File: src/rtl/pipe_credit_fifo.sv
// Credit-issuing receive FIFO behind a stall-free fixed-latency pipeline.
// Optional PIPE_CREDIT_FIFO_CHECK_EN adds a sticky overflow flag and simulation checks.
module pipe_credit_fifo #(
  parameter int WIDTH = 32,
  parameter int DEPTH = 4
) (
  input  logic             clk,
  input  logic             rst_n,
  input  logic             issue_valid,
  output logic             issue_ready,
  input  logic             in_valid,
  input  logic [WIDTH-1:0] in_data,
  output logic             out_valid,
  input  logic             out_ready,
  output logic [WIDTH-1:0] out_data
`ifdef PIPE_CREDIT_FIFO_CHECK_EN
  ,
  output logic             overflow
`endif
);

  // Handshake: a beat transfers on a rising edge only when valid and ready are
  // both high; valid never depends on ready, and data is held while valid & !ready.
  // in_valid has no ready: every in_valid beat is pushed (credits prevent overflow).

  localparam int PW = (DEPTH > 1) ? $clog2(DEPTH) : 1;
  localparam int CW = $clog2(DEPTH + 1);
  localparam logic [CW-1:0] FULL_CNT = CW'(DEPTH);
  localparam logic [CW-1:0] CNT_ONE  = CW'(1);
  localparam logic [PW-1:0] LAST_PTR = PW'(DEPTH - 1);
  localparam logic [PW-1:0] PTR_ONE  = PW'(1);

  logic [WIDTH-1:0] mem [DEPTH];
  logic [PW-1:0]    wr_ptr;
  logic [PW-1:0]    rd_ptr;
  logic [CW-1:0]    cnt;
  logic [CW-1:0]    occ;
  logic             issue_fire;
  logic             pop;
  logic             full;
  logic             push_ok;

  function automatic logic [PW-1:0] ptr_inc(input logic [PW-1:0] p);
    return (p == LAST_PTR) ? '0 : p + PTR_ONE;
  endfunction

  assign issue_ready = rst_n & (cnt < FULL_CNT);
  assign out_valid   = (occ != '0);
  assign full        = (occ == FULL_CNT);
  assign issue_fire  = issue_valid & issue_ready;
  assign pop         = out_valid & out_ready;
  // A push into a full FIFO is only accepted when the head leaves in the same cycle.
  assign push_ok     = in_valid & (~full | pop);
  assign out_data    = mem[rd_ptr];

  // Credits cover beats in flight in the pipeline plus beats stored here.
  always_ff @(posedge clk or negedge rst_n) begin
    if (!rst_n) begin
      cnt <= '0;
    end else if (issue_fire && !pop) begin
      cnt <= cnt + CNT_ONE;
    end else if (pop && !issue_fire && (cnt != '0)) begin
      cnt <= cnt - CNT_ONE;
    end
  end

  always_ff @(posedge clk or negedge rst_n) begin
    if (!rst_n) begin
      occ <= '0;
    end else if (push_ok && !pop) begin
      occ <= occ + CNT_ONE;
    end else if (pop && !push_ok) begin
      occ <= occ - CNT_ONE;
    end
  end

  always_ff @(posedge clk or negedge rst_n) begin
    if (!rst_n) begin
      wr_ptr <= '0;
      rd_ptr <= '0;
    end else begin
      if (push_ok) wr_ptr <= ptr_inc(wr_ptr);
      if (pop)     rd_ptr <= ptr_inc(rd_ptr);
    end
  end

  // Storage is deliberately left unreset; out_data is meaningless while empty.
  always_ff @(posedge clk) begin
    if (push_ok) mem[wr_ptr] <= in_data;
  end

`ifdef PIPE_CREDIT_FIFO_CHECK_EN
  logic push_drop;
  logic credit_underflow;

  assign push_drop        = in_valid & full & ~pop;
  assign credit_underflow = pop & (cnt == '0);

  always_ff @(posedge clk or negedge rst_n) begin
    if (!rst_n) begin
      overflow <= 1'b0;
    end else if (push_drop || credit_underflow) begin
      overflow <= 1'b1;
    end
  end

  always_ff @(posedge clk) begin
    if (rst_n) begin
      assert (!push_drop) else $error("pipe_credit_fifo: push dropped while full");
      assert (!credit_underflow) else $error("pipe_credit_fifo: pop with no credit outstanding");
    end
  end
`endif

endmodule

File: config.mk
export PLATFORM = sky130hd
export DESIGN_NAME = pipe_credit_fifo
export DESIGN_NICKNAME = d
export VERILOG_FILES = /design/src/rtl/pipe_credit_fifo.sv
export SDC_FILE = /design/constraint.sdc
export NUM_CORES = 1
export LEC_CHECK = 0
export CORE_UTILIZATION = 55
export DETAILED_ROUTE_END_ITERATION = 12
export PLACE_DENSITY = 0.87
export SLEW_MARGIN = 20
export SYNTH_ARGS = -nofsm -noshare
export SYNTH_HDL_FRONTEND = slang
export SYNTH_SLANG_ARGS = --single-unit
File: constraint.sdc
create_clock -name clk -period 5.8 [get_ports clk]
set_input_delay 1.45 -clock clk [delete_from_list [all_inputs] [get_ports clk]]
set_output_delay 1.45 -clock clk [all_outputs]
set_load 0.02 [all_outputs]
# Word-level counts from Yosys, hierarchy flattened
# Memories as Yosys holds them, arrays and structs flattened.
# Index checks and enable logic that the tools add are counted.
[word_totals]
ramBits = 128
mem_count = 1
regBits = 10
word_cells = 41
[op_classes]
addsub = 6
n_lt_le_gt_ge = 1
muxes = 8
eq_ne = 3
n_reduce_logical = 12
n_bitwise = 6
[mem_list]
columns = ["name", "depth", "word_bits", "read_ports", "rd_ports_with_merged_regs", "wr", "line_no", "text"]
rows = [
  ["mem", 4, 32, 1, 0, 1, "33", "logic [WIDTH-1:0] mem [DEPTH];"],
]
[ops]
columns = ["op", "n"]
rows = [
  ["2-to-1 mux 3 bit", 4],
  ["adder 3 x 1 -> 3 bit (second input constant)", 2],
  ["nonzero test 3 bit", 2],
  ["subtractor 3 x 1 -> 3 bit (second input constant)", 2],
  ["logical AND 1 bit", 5],
  ["adder 2 x 1 -> 2 bit (second input constant)", 2],
  ["AND 1 bit", 4],
  ["== test 2 bit (second input constant)", 2],
  ["2-to-1 mux 2 bit", 2],
  ["nonzero test 2 bit", 2],
  ["== test 3 bit (second input constant)", 1],
  ["zero test 1 bit", 3],
  ["less-than comparator 3 bit (second input constant)", 1],
  ["2-to-1 mux 1 bit", 2],
  ["NOT 1 bit", 1],
  ["bitwise OR 1 bit", 1],
]

# Depth between registers and ports, before layout
# Gate-level depths: netlist (run 1).
[depth]
word_depth = 8
ltp_mapped = 9
depth_no_buf = 8

# Worst setup path before layout (run 1)
# No wires, ideal clock.
[synth_timing]
kind = "input to output"
from = "input rst_n"
to = "output issue_ready"
slack_ns = 2.573
n_path_buf = 0
t_required_ns = 4.350
arrival_time_ns = 1.777
stages = 1
path_cell_list = "nor2b_1"
[synth_via]
elab_chain_len = 1
[synth_rtl]
columns = ["element", "line_no", "text"]
rows = [
  ["start, declared", "8", "input logic rst_n,"],
  ["AND 1 bit", "47", "assign issue_ready = rst_n & (cnt < FULL_CNT);"],
  ["end, declared", "10", "output logic issue_ready,"],
]
# Every way passes these cells.

# Worst setup path after layout (run 1)
# Ends and elaborated chain as after synthesis.

==> results.py, run 1 <==
metrics = {
    "run_status": {
        "status": "complete, no violations",
    },
    "drt": {
        "via_count": 2451,
        "firstDrtPassIters": 4,
        "drt_iter0_markers": 106,
        "drc_errors": 0,
        "wl_per_cell_um": 18.9,
        "drtAntennaViolNets": 0,
        "drt_wl_total_mm": 8.60,
        "vias_per_cell": 5.38,
    },
    "yosys": {
        "synth_top_area_cell": "edfxtp_1",
        "synthDistinctLibCells": 30,
        "synth_top_family_by_area": "multiplexers",
        "netlist_instances": 233,
        "ys_ff_latch": 138,
        "syn_area_sq_um": 5260,
        "yosys.area.top_type_share_pct": 73.0,
        "synth_xor_area_share_pct": 0.927,
        "synth-edff-count": 128,
        "synth.area.mux_share_pct": 14.3,
        "synth_area_leaders": "edfxtp_1, mux4_2, dfrtp_1",
        "synthSimpleGateAreaFrac_pct": 2.12,
        "ys_seq_area_share_pct": 77.8,
        "synthAdderAreaFrac_pct": 2.19,
        "synth_compound_area_share_pct": 1.40,
        "ys_warn_count": 0,
        "syn-num-nets": 278,
        "ys.flop_type": "edfxtp_1",
        "syn_area_per_cell_sq_um": 22.6,
        "async_reset_ff_share_pct": 7.25,
    },
    "floorplanning": {
        "start_util_pct": 57.0,
        "die_area_sq_um": 9970,
        "ioPinCount": 71,
        "fp-row-count": 35,
        "die_h_um": 99.8,
        "placeableCoreArea_sq_um": 9240,
        "die_w_um": 99.8,
    },
    "cts": {
        "cts_tree": "built",
        "clockRootBuffer": "clkbuf_8",
        "postCtsSetupRepairBufs": 0,
        "cts_buffers": 17,
        "cts_resized": 0,
        "clock_latency_ps": 500,
        "cts.sinks": 138,
        "cts.htree.levels": 4,
        "clockBufferDepth": 2,
        "cts.clk_slew.worst_paths_ps": 60,
        "cts-hold-fix-buffers": 0,
    },
    "sta": {
        "finalSetupViolations": 0,
        "skew_ps": 6.71,
        "rsz0062_at_grt": "false",
        "tns_ps": 0,
        "min_period_over_period_pct": 78.0,
        "period_needed_ps": 4520,
        "drv_slew": 0,
        "slew_headroom_pct": 40.9,
        "hold_violations": 0,
        "timing.final.ws_setup_ps": 1280,
        "fmax_mhz": 221,
        "max_slew.worst_pin.slew_ps": 886,
    },
    "power": {
        "ir_drop_v": 0.000271,
        "p_per_area_nw_per_um2": 549,
        "p_leak_uw": 0.00225,
    },
    "global_route": {
        "grt_use_met3_pct": 6.34,
        "grtUsageMet1_pct": 25.0,
        "grtUsageMet2_pct": 31.5,
        "antenna_found_initial": 0,
        "grt_max_degree": 35,
        "first_global_vias": 2615,
        "grt.overflow.total": 0,
        "top_usage_layer": "met2",
        "grt.total_usage_pct": 19.1,
        "grt_pass1_wl_mm": 13.6,
    },
    "critical_path": {
        "rrSetupSlack_ps": 3410,
        "reg2regPathDepth": 7,
        "critPathCaptureType": "output port",
        "worstPathArrival_ps": 3070,
        "critPathMaxFanout": 14,
        "critical_path_class": "in2out",
        "start_kind": "input port",
        "worst_ep_required_time_ps": 4350,
    },
    "min_path": {
        "min_path_type": "reg2reg",
        "min_path_cells": 1,
    },
    "placed_design": {
        "place_hpwl_mm": 4.86,
        "routabilityCongestion": 0.691,
        "port_buffers": 70,
        "dp_slack_ps": 1250,
        "dp_cells": 424,
    },
    "final_layout": {
        "final_nets": 359,
        "final_common_cell": "edfxtp_1",
        "fin_cells": 456,
        "area_delta_synth_final_pct": 27.9,
        "final_cell_mix": "edfxtp_1, clkdlybuf4s50_1, mux4_2, clkbuf_16, dfrtp_1",
        "n_antenna_cell": 0,
        "drive_above_1_share_pct": 22.0,
    },
    "job": {
        "cap_violations": 0,
    },
}
## worst max-delay path, stage by stage
cell,delay (ps)
clkdlybuf4s50_1,800
nor2b_1,200
clkdlybuf4s50_1,610
## state kept, by name, indices dropped and copies added (netlist names)
register,flops
rd_ptr,2
occ,3
cnt,3
wr_ptr,2
mem,128
## metrics by stage
step           hold WS, ps  power (uW)  utilization (%)  instance area, sq um
2_1_floorplan          534        2140                -                  5260
3_3_place_gp           569        2550             65.9                  6090
3_5_place_dp           589        2590             65.9                  6090
4_1_cts                599        3740             72.9                  6730
5_1_grt                635        3850             72.9                  6730
6_report               596        3700             72.9                  6730
## cell type report
cell class / instances / area, sq um
Multi-Input combinational cell: 81 / 1110
Inverter: 5 / 18.8
Tap cell: 129 / 161
Fill cell: 528 / 2510
Timing Repair Buffer: 71 / 708
Sequential cell: 138 / 4100
Clock buffer: 18 / 418
Clock inverter: 14 / 220
## synthesized netlist by cell type, types with 2 or more instances
cell type,number
a21oi_1,2
xnor2_1,2
clkbuf_1,3
buf_2,5
nand2_1,7
dfrtp_1,10
edfxtp_1,128
nand4_1,2
inv_1,4
and2_1,4
nand3_1,2
nor2_1,4
nor3_1,2
ha_1,6
fa_1,2
mux2_1,2
o21ai_0,4
mux4_2,32
## where the power goes
part	switching (uW)	internal [uW]	leakage, uW
clock	396	744	0.000298
sequential	161	1310	0.00129
combinational	507	575	0.000659
total	1060	2630	0.00225
## layer usage
layer	wire [um]	vias to the layer above
met1	3710	1241
met4	41	0
met2	4350	76
met3	501	5
met5	0	-
li1	-	1129
## final timing paths
check / start / to
worst max register to register: occ[0] / cnt[1]
worst max-delay path: rst_n / issue_ready
min in group asynchronous: rst_n / cnt[0]
worst min register to register: occ[0] / occ[0]
worst min-delay path: occ[0] / occ[0]
max in group asynchronous: rst_n / rd_ptr[0]
## cells by family (layout without fill, tap and decap cells)
family                     after synthesis  after routing
buffers and inverters                   14            108
and+or+nand+nor                         23             23
muxes                                   35             35
xor gates and xnor gates                 4              4
AOI/OAI and AO/OA                       11             11
adders and majority gates                8              8
DFF                                    138            138
Power figures use the tool's default switching activity.
==> run 2, diff against run 1 <==
--- a/config.mk
+++ b/config.mk
@@ -5,9 +5,9 @@
 export SDC_FILE = /design/constraint.sdc
 export NUM_CORES = 1
 export LEC_CHECK = 0
-export CORE_UTILIZATION = 55
+export CORE_UTILIZATION = 54
 export DETAILED_ROUTE_END_ITERATION = 12
-export PLACE_DENSITY = 0.87
+export PLACE_DENSITY = 0.86
 export SLEW_MARGIN = 20
 export SYNTH_ARGS = -nofsm -noshare
 export SYNTH_HDL_FRONTEND = slang
==> constraint.sdc (replaced) <==
create_clock -name clk -period 4.2 [get_ports clk]
set_input_delay 1.05 -clock clk [delete_from_list [all_inputs] [get_ports clk]]
set_output_delay 1.05 -clock clk [all_outputs]
set_load 0.02 [all_outputs]
==> run 2 against run 1 <==
Net effect:
- sequential share of layout area grew 0.40 points
- flip-flop and latch count is the same
- sequential power rose by 34%
- global-route usage rose by 0.69 points
==> results.py, run 2 (synthesized netlist as in run 1, its figures left out) <==
metrics = {
    "run_status": {
        "status": "complete, no violations",
    },
    "critical_path": {
        "start_kind": "flop",
        "worstPathArrival_ps": 2690,
        "critPathCaptureType": "output port",
        "critPathMaxFanout": 20,
        "worst_ep_required_time_ps": 3150,
        "critical_path_class": "reg2out",
    },
    "sta": {
        "rsz0062_at_grt": "false",
        "tns_ps": 0,
        "skew_ps": 8.86,
        "max_slew.worst_pin.slew_ps": 899,
        "slew_headroom_pct": 40.1,
        "drv_slew": 0,
        "finalSetupViolations": 0,
        "hold_violations": 0,
        "period_needed_ps": 3740,
        "fmax_mhz": 267,
        "min_period_over_period_pct": 89.1,
    },
    "global_route": {
        "antenna_found_initial": 0,
        "first_global_vias": 2747,
        "grt.overflow.total": 0,
        "grt.total_usage_pct": 19.8,
        "grt_max_degree": 33,
        "grt_pass1_wl_mm": 14.2,
    },
    "cts": {
        "cts.htree.levels": 4,
        "cts_tree": "built",
        "clock_latency_ps": 500,
        "cts_buffers": 17,
        "cts-hold-fix-buffers": 0,
        "cts_resized": 0,
        "cts.sinks": 138,
        "postCtsSetupRepairBufs": 0,
        "clockRootBuffer": "clkbuf_8",
        "clockBufferDepth": 2,
        "cts.clk_slew.worst_paths_ps": 60,
    },
    "final_layout": {
        "n_antenna_cell": 0,
        "drive_above_1_share_pct": 21.9,
        "final_cell_mix": "edfxtp_1, clkdlybuf4s50_1, mux4_2, clkbuf_16, dfrtp_1",
        "regMostFlops": "mem",
        "final_nets": 361,
        "final_common_cell": "edfxtp_1",
        "largest_register_ffs": 128,
        "area_delta_synth_final_pct": 27.0,
        "reg_top3": "mem (128), cnt (3), occ (3)",
    },
    "drt": {
        "drtAntennaViolNets": 0,
        "via_count": 2532,
        "vias_per_cell": 5.53,
        "drt_iter0_markers": 89,
        "drc_errors": 0,
        "firstDrtPassIters": 4,
        "drt_wl_total_mm": 9.05,
        "wl_per_cell_um": 19.8,
    },
    "floorplanning": {
        "die_w_um": 101,
        "die_area_sq_um": 10100,
        "placeableCoreArea_sq_um": 9330,
        "die_h_um": 101,
        "start_util_pct": 56.4,
        "fp-row-count": 35,
        "ioPinCount": 71,
    },
    "power": {
        "clockPowerShare_pct": 28.0,
        "p_per_area_nw_per_um2": 743,
        "ir_drop_v": 0.000400,
        "switching_share_pct": 30.1,
        "total_power_uw": 4960,
        "p_switching_uw": 1490,
        "comb_power_share_pct": 32.1,
        "power.internal_uw": 3470,
        "p_leak_uw": 0.00223,
        "seq_power_share_pct": 39.8,
    },
    "placed_design": {
        "routabilityCongestion": 0.670,
        "place_hpwl_mm": 5.15,
        "port_buffers": 70,
    },
    "job": {
        "cap_violations": 0,
    },
    "min_path": {
        "min_path_type": "reg2reg",
    },
}
-- run 2: cell types whose count changed in the layout (fill, tap and decap cells not counted), sizes merged --
cell / delta
buf: +2
clkinv: +4
clkbuf: -1
bufinv: -3
-- run 2: metrics by stage --
stage / setup slack, ps / hold WS [ps] / instances / util (%) / area [sq um]
3_5_place_dp: 752 / 579 / 426 / 65.6 / 6120
2_1_floorplan: 1620 / 534 / 233 / - / 5260
5_1_grt: 318 / 636 / 458 / 71.7 / 6690
6_report: 459 / 591 / 458 / 71.7 / 6690
3_3_place_gp: 875 / 558 / 426 / 65.6 / 6120
4_1_cts: 388 / 595 / 458 / 71.7 / 6690
-- run 2: power by group through the flow --
stage | logic (uW) | clock network [uW] | registers (uW)
2_1_floorplan | 1040 | 0 | 1910
3_3_place_gp | 1570 | 0 | 1980
3_5_place_dp | 1610 | 0 | 2010
4_1_cts | 1620 | 1410 | 1990
5_1_grt | 1710 | 1470 | 2010
6_report | 1590 | 1390 | 1980
-- run 2: final timing paths --
| check | from | end | slack (ps) | cells after the start |
|---|---|---|---|---|
| worst max-delay path | rd_ptr[0] | out_data[29] | 460 | 3 |
| worst min-delay path | occ[0] | occ[0] | 590 | 1 |
| worst max register to register | occ[0] | cnt[1] | 1800 | 7 |
| worst min register to register | occ[0] | occ[0] | 590 | 1 |
| max in group asynchronous | rst_n | rd_ptr[0] | 3140 | 2 |
| min in group asynchronous | rst_n | cnt[0] | 890 | 2 |
-- run 2: per-layer routing --
layer  track usage [%]  wire (um)
met5                 0          0
met4              6.80         95
met3              7.14        491
met2              33.8       4720
met1              23.4       3750
-- run 2: final cells by class --
class / count / area (sq um)
well taps: 129 / 161
repair buffers: 73 / 736
fillers: 569 / 2640
multi-input cells: 81 / 1110
flip-flops and latches: 138 / 4100
clock inverters: 15 / 151
clock buffers: 17 / 414
inverters: 5 / 18.8
-- run 2: critical path, stage by stage, from the launching register on --
cell and delay, ps:
dfrtp_2 810, buf_12 270, mux4_2 550, clkdlybuf4s50_1 560
